### config.mk
export PLATFORM = sky130hd
export DESIGN_NAME = imem_fetch_ctrl_flat
export DESIGN_NICKNAME = d
export VERILOG_FILES = /design/src/rtl/imem_fetch_if.sv /design/src/rtl/imem_fetch_ctrl.sv /design/src/flat_wrapper.sv
export SDC_FILE = /design/constraint.sdc
export NUM_CORES = 1
export LEC_CHECK = 0
export ABC_CLOCK_PERIOD_IN_PS = 13000
export BUFFER_PORTS_ARGS = -buffer_cell sky130_fd_sc_hd__buf_2
export CAP_MARGIN = 20
export CORE_MARGIN = 1
export CORE_UTILIZATION = 30
export DETAILED_ROUTE_END_ITERATION = 10
export PLACE_DENSITY = 0.49
export SLEW_MARGIN = 20
export SYNTH_ARGS = -nofsm -noshare
export SYNTH_HDL_FRONTEND = slang
export SYNTH_SLANG_ARGS = --single-unit
### constraint.sdc
create_clock -name clk -period 13 [get_ports clk]
set_input_delay 0.65 -clock clk [delete_from_list [all_inputs] [get_ports clk]]
set_output_delay 0.65 -clock clk [all_outputs]
set_load 0.02 [all_outputs]
### src/rtl/imem_fetch_if.sv
// Fetch-side bus bundle: instruction memory port, redirect input and decode handshake.
// master = fetch controller, slave = memory/execute/decode side.
interface imem_fetch_if #(
    parameter int FQ_DEPTH = 2
);
    localparam int CW = $clog2(FQ_DEPTH + 1);

    logic [31:0]   imem_addr;
    logic [31:0]   imem_data;
    logic          redirect_valid;
    logic [31:0]   redirect_pc;
    logic          instr_valid;
    logic [31:0]   instr;
    logic [31:0]   instr_pc;
    logic          instr_ready;
    logic [CW-1:0] fq_count;
    logic          halted;

    modport master (
        output imem_addr, instr_valid, instr, instr_pc, fq_count, halted,
        input  imem_data, redirect_valid, redirect_pc, instr_ready
    );

    modport slave (
        input  imem_addr, instr_valid, instr, instr_pc, fq_count, halted,
        output imem_data, redirect_valid, redirect_pc, instr_ready
    );
endinterface

### src/rtl/imem_fetch_ctrl.sv
// PC sequencer and fetch queue in front of a combinational instruction memory.
// Redirects flush the queue; pc outside memory parks the sequencer in HALT.
module imem_fetch_ctrl #(
    parameter int          IMEM_DEPTH = 32,
    parameter int          FQ_DEPTH   = 2,
    parameter logic [31:0] RESET_PC   = 32'd0
) (
    input  logic clk,
    input  logic rst_n,
    input  logic en,
    imem_fetch_if.master bus
);
    localparam int CW = $clog2(FQ_DEPTH + 1);
    localparam int PW = (FQ_DEPTH > 1) ? $clog2(FQ_DEPTH) : 1;
    localparam logic [31:0] LIMIT = 32'(IMEM_DEPTH);

    typedef enum logic [1:0] {IDLE, RUN, HALT} state_t;

    state_t        state;
    logic [31:0]   pc;
    logic [31:0]   q_instr [FQ_DEPTH];
    logic [31:0]   q_pc    [FQ_DEPTH];
    logic [PW-1:0] wr_ptr;
    logic [PW-1:0] rd_ptr;
    logic [PW-1:0] rd_nxt;
    logic [CW-1:0] count;
    logic [31:0]   hd_instr;
    logic [31:0]   hd_pc;
    logic          pc_ok;
    logic          full;
    logic          valid;
    logic          push;
    logic          pop;

    assign pc_ok  = pc < LIMIT;
    assign full   = count == CW'(FQ_DEPTH);
    assign valid  = count != '0;
    assign rd_nxt = rd_ptr + PW'(1);
    assign pop    = valid && bus.instr_ready && !bus.redirect_valid;
    assign push   = (state == RUN) && pc_ok && (!full || pop)
                    && !bus.redirect_valid;

    assign bus.imem_addr   = pc;
    assign bus.instr_valid = valid;
    assign bus.instr       = hd_instr;
    assign bus.instr_pc    = hd_pc;
    assign bus.fq_count    = count;
    assign bus.halted      = (state == HALT);

    // Sequencer: run/idle/halt state and program counter.
    always_ff @(posedge clk or negedge rst_n) begin
        if (!rst_n) begin
            state <= IDLE;
            pc    <= RESET_PC;
        end else if (bus.redirect_valid) begin
            pc <= bus.redirect_pc;
            if (state != HALT || bus.redirect_pc < LIMIT)
                state <= en ? RUN : IDLE;
        end else begin
            if (push)
                pc <= pc + 32'd1;
            if (state != HALT)
                state <= !pc_ok ? HALT : (en ? RUN : IDLE);
        end
    end

    // Queue storage; contents beyond the valid window are don't-care.
    always_ff @(posedge clk) begin
        if (push) begin
            q_instr[wr_ptr] <= bus.imem_data;
            q_pc[wr_ptr]    <= pc;
        end
    end

    // Queue pointers, occupancy and registered head outputs.
    always_ff @(posedge clk or negedge rst_n) begin
        if (!rst_n) begin
            wr_ptr   <= '0;
            rd_ptr   <= '0;
            count    <= '0;
            hd_instr <= '0;
            hd_pc    <= '0;
        end else if (bus.redirect_valid) begin
            wr_ptr <= '0;
            rd_ptr <= '0;
            count  <= '0;
        end else begin
            if (push)
                wr_ptr <= wr_ptr + PW'(1);
            if (pop)
                rd_ptr <= rd_nxt;
            if (push && !pop)
                count <= count + CW'(1);
            else if (pop && !push)
                count <= count - CW'(1);
            if (push && (count == '0 || (pop && count == CW'(1)))) begin
                hd_instr <= bus.imem_data;
                hd_pc    <= pc;
            end else if (pop && count > CW'(1)) begin
                hd_instr <= q_instr[rd_nxt];
                hd_pc    <= q_pc[rd_nxt];
            end
        end
    end
endmodule

### src/flat_wrapper.sv
// flat-port wrapper written by rule: the top's interface ports become plain ports
module imem_fetch_ctrl_flat 
#(
    parameter int          IMEM_DEPTH = 32,
    parameter int          FQ_DEPTH   = 2,
    parameter logic [31:0] RESET_PC   = 32'd0
)
  (clk, rst_n, en, bus_imem_addr, bus_instr_valid, bus_instr, bus_instr_pc, bus_fq_count, bus_halted, bus_imem_data, bus_redirect_valid, bus_redirect_pc, bus_instr_ready);
  imem_fetch_if #(.FQ_DEPTH(FQ_DEPTH)) bus_i ();
  input  logic clk;
  input  logic rst_n;
  input  logic en;
  output wire logic [$bits(bus_i.imem_addr)-1:0] bus_imem_addr;
  output wire logic [$bits(bus_i.instr_valid)-1:0] bus_instr_valid;
  output wire logic [$bits(bus_i.instr)-1:0] bus_instr;
  output wire logic [$bits(bus_i.instr_pc)-1:0] bus_instr_pc;
  output wire logic [$bits(bus_i.fq_count)-1:0] bus_fq_count;
  output wire logic [$bits(bus_i.halted)-1:0] bus_halted;
  input wire logic [$bits(bus_i.imem_data)-1:0] bus_imem_data;
  input wire logic [$bits(bus_i.redirect_valid)-1:0] bus_redirect_valid;
  input wire logic [$bits(bus_i.redirect_pc)-1:0] bus_redirect_pc;
  input wire logic [$bits(bus_i.instr_ready)-1:0] bus_instr_ready;
  assign bus_imem_addr = bus_i.imem_addr;
  assign bus_instr_valid = bus_i.instr_valid;
  assign bus_instr = bus_i.instr;
  assign bus_instr_pc = bus_i.instr_pc;
  assign bus_fq_count = bus_i.fq_count;
  assign bus_halted = bus_i.halted;
  assign bus_i.imem_data = bus_imem_data;
  assign bus_i.redirect_valid = bus_redirect_valid;
  assign bus_i.redirect_pc = bus_redirect_pc;
  assign bus_i.instr_ready = bus_instr_ready;
  imem_fetch_ctrl #(.IMEM_DEPTH(IMEM_DEPTH), .FQ_DEPTH(FQ_DEPTH), .RESET_PC(RESET_PC)) u_core (.clk(clk), .rst_n(rst_n), .en(en), .bus(bus_i));
endmodule
==> results.ini <==
[cts]
cts_root_buffer=clkbuf_16
cts.sinks=230
insertion_delay_ns=0.52
cts_buffers=26
h-tree-depth=1
clock_path_buffers=3
ctsHoldBuffers=0
cts_tree=yes
cts-resized-gates=0
path_clk_slew_ns=0.06
postCtsSetupRepairBufs=0

[die]
die_x_um=173
ios=169
num_rows=62
core_area_mm2=0.0287
start_util=0.305
fp.dieH_um=173
die_area_mm2=0.0299

[timing]
fin_crit_ns=3.29
finalCritPeriodShare=0.253
hold_viol_final=0
maxSlewViolCount=0
worstMarginPinSlew_ns=0.912
worst_slack_ns=9.71
rsz0062_at_grt=no
finalSetupViolCount=0
fin_setup_tns_ns=0
skew_ns=0.00678
relSlewSlack=0.389
fmax_mhz=304

[global_route]
grt_pass1_vias=5534
grtUsageMet1=0.191
grt_max_degree=65
grt.total_usage=0.140
grt_use_met3=0.0347
gr-usage-met2=0.219
grt_busiest_layer=met2
grt_pass1_wl_mm=32.7
overflow=0
grt_antenna_before_repair=1

[synth]
async_flop_share=0.443
synth.avg_cell_area_um2=16.4
ys_top_cells_by_area=edfxtp_1 44%, dfrtp_1 29%, mux2i_1 7.3%
yosysMostFrequentCell=edfxtp_1
synth_cell_types=33
yosysWarningCount=0
synth_cells=534
ys_seq_elements=230
synthTopCellsByCount=128 x edfxtp_1, 102 x dfrtp_1, 64 x mux2i_1
synth_nets=607
ys.flop_type=edfxtp_1
ys_seq_area_frac=0.730
syn_area_mm2=0.00876
synth.top_cell.area_share=0.439
synth_edf_count=128
synth_area_leader_cell=edfxtp_1

[cells_and_area]
fillers=2760
nets=781
drive_gt1_frac=0.341
syn2layout_area_growth_pct=24.4
antennaDiodeCount=0

[placed_design]
numPortBuffers=168
dp_worst_setup_slack_ns=9.14
gp_congestion=0.749
hpwl_mm=13.6

[power]
power_frac_seq=0.503
internal_power_mw=1.26
power.net_switching_mw=0.336
switching_share=0.210
ir_worst_vdd_mv=0.0802
p_total_mw=1.60
p_leak_nw=4.34
power_density_mw_per_mm2=146
power_frac_clock=0.457
p_comb_frac=0.040

[route]
wl_per_cell_um=18.7
drc=0
vias_per_cell=4.75
drtAntennaViolNets=0
vias=5278
drt-total-wl_mm=20.8
drtIter0Drc=298
dr.pass1.iters=4

[setup_path]
start_kind=flip-flop
cp-end-kind=flip-flop
crit_path_max_fanout=44
cp.arrival_ns=3.44
worstPathRequired_ns=13.15
path_class=reg -> reg

[run_status]
status=finished, final reports clean

[run]
cap_violations=0

[worst_hold_path]
hold_class=in -> async

cell families (layout without fill, tap and decap cells):
kind of cell	after synthesis	after routing	share of synthesized area
flip-flops	230	230	0.730
multiplexers	92	92	0.109
AND/OR/NAND/NOR	84	84	0.0466
AO/OA/AOI/OAI	78	78	0.0785
buffers and inverters	38	232	0.0216
XOR/XNOR	8	8	0.00800
adder cells (fa/ha/maj)	4	4	0.00572
routing by layer:
| metal | vias to the layer above | wire length, um |
|---|---|---|
| li1 | 2425 | - |
| met1 | 2655 | 9510 |
| met2 | 159 | 9480 |
| met3 | 37 | 1360 |
| met4 | 2 | 485 |
| met5 | - | 8 |
path summary, 6_finish.rpt:
path / start / end / slack [ns] / depth (start not counted)
worst min register to register: u_core.bus.instr_pc[26]$_DFFE_PN0P_ / u_core.bus.instr_pc[26]$_DFFE_PN0P_ / 0.49 / 1
max in group asynchronous: rst_n / u_core.bus.instr_pc[8]$_DFFE_PN0P_ / 11.67 / 2
worst max register to register: u_core.bus.imem_addr[31]$_DFFE_PN0P_ / u_core.q_instr[0][1]$_DFFE_PP_ / 9.71 / 5
worst max-delay path: u_core.bus.imem_addr[31]$_DFFE_PN0P_ / u_core.q_instr[0][1]$_DFFE_PP_ / 9.71 / 5
worst min-delay path: rst_n / u_core.bus.instr[21]$_DFFE_PN0P_ / 0.14 / 1
min in group clk: bus_imem_data[21] / u_core.q_instr[0][21]$_DFFE_PP_ / 0.34 / 1
critical path, stage by stage (launching register included):
cell,delay [ns]
dfrtp_1,0.44
nor4_1,0.37
nand4_1,0.35
nor3_2,0.84
nor3b_2,0.33
buf_4,0.54
sequential cells by signal, summed over array words and instances, names as in the netlist:
name                  cells
u_core.wr_ptr             1
u_core.bus.fq_count       2
u_core.q_pc              64
u_core.bus.instr         32
u_core.bus.instr_pc      32
u_core.rd_ptr             1
u_core.q_instr           64
u_core.bus.imem_addr     32
u_core.state              2
through the flow:
stage	hold WS [ns]	cells	util	instance area [um2]
finish	0.139	1112	0.380	10900
CTS	0.150	1111	0.379	10900
global placement	0.472	1063	0.348	10000
detailed placement	0.475	1063	0.348	10000
global route	0.191	1112	0.380	10900
floorplan	0.354	534	-	8760
cells in the final DEF, fill, tap and decap left out, types with 7 or more instances in the layout:
cell       count
buf_4          9
mux2i_1       64
buf_2        167
edfxtp_1     128
a221o_1       37
inv_1          7
o2bb2ai_1     27
nor2_1        46
clkbuf_16     28
dfrtp_1      101
xnor2_1        7
mux2_2        28
nor4_1        15
power by group through the flow:
stage	clock [mW]	sequential (mW)	combinational, mW
after global placement	0	0.816	0.0639
after global routing	0.776	0.804	0.0696
after CTS	0.750	0.802	0.0651
after detailed placement	0	0.817	0.0647
after floorplan	0	0.822	0.0150
final	0.730	0.802	0.0638
area by class of cell:
class | instances | area, um2 | area share
Clock inverter | 11 | 97.6 | 0.00896
Multi-Input combinational cell | 266 | 2190 | 0.201
Sequential cell | 230 | 6400 | 0.588
Inverter | 7 | 26.3 | 0.00241
Clock buffer | 37 | 774 | 0.0711
Timing Repair Buffer | 177 | 923 | 0.0848
Tap cell | 384 | 480 | 0.0441
Note: power is estimated with default switching activity, not from simulation.
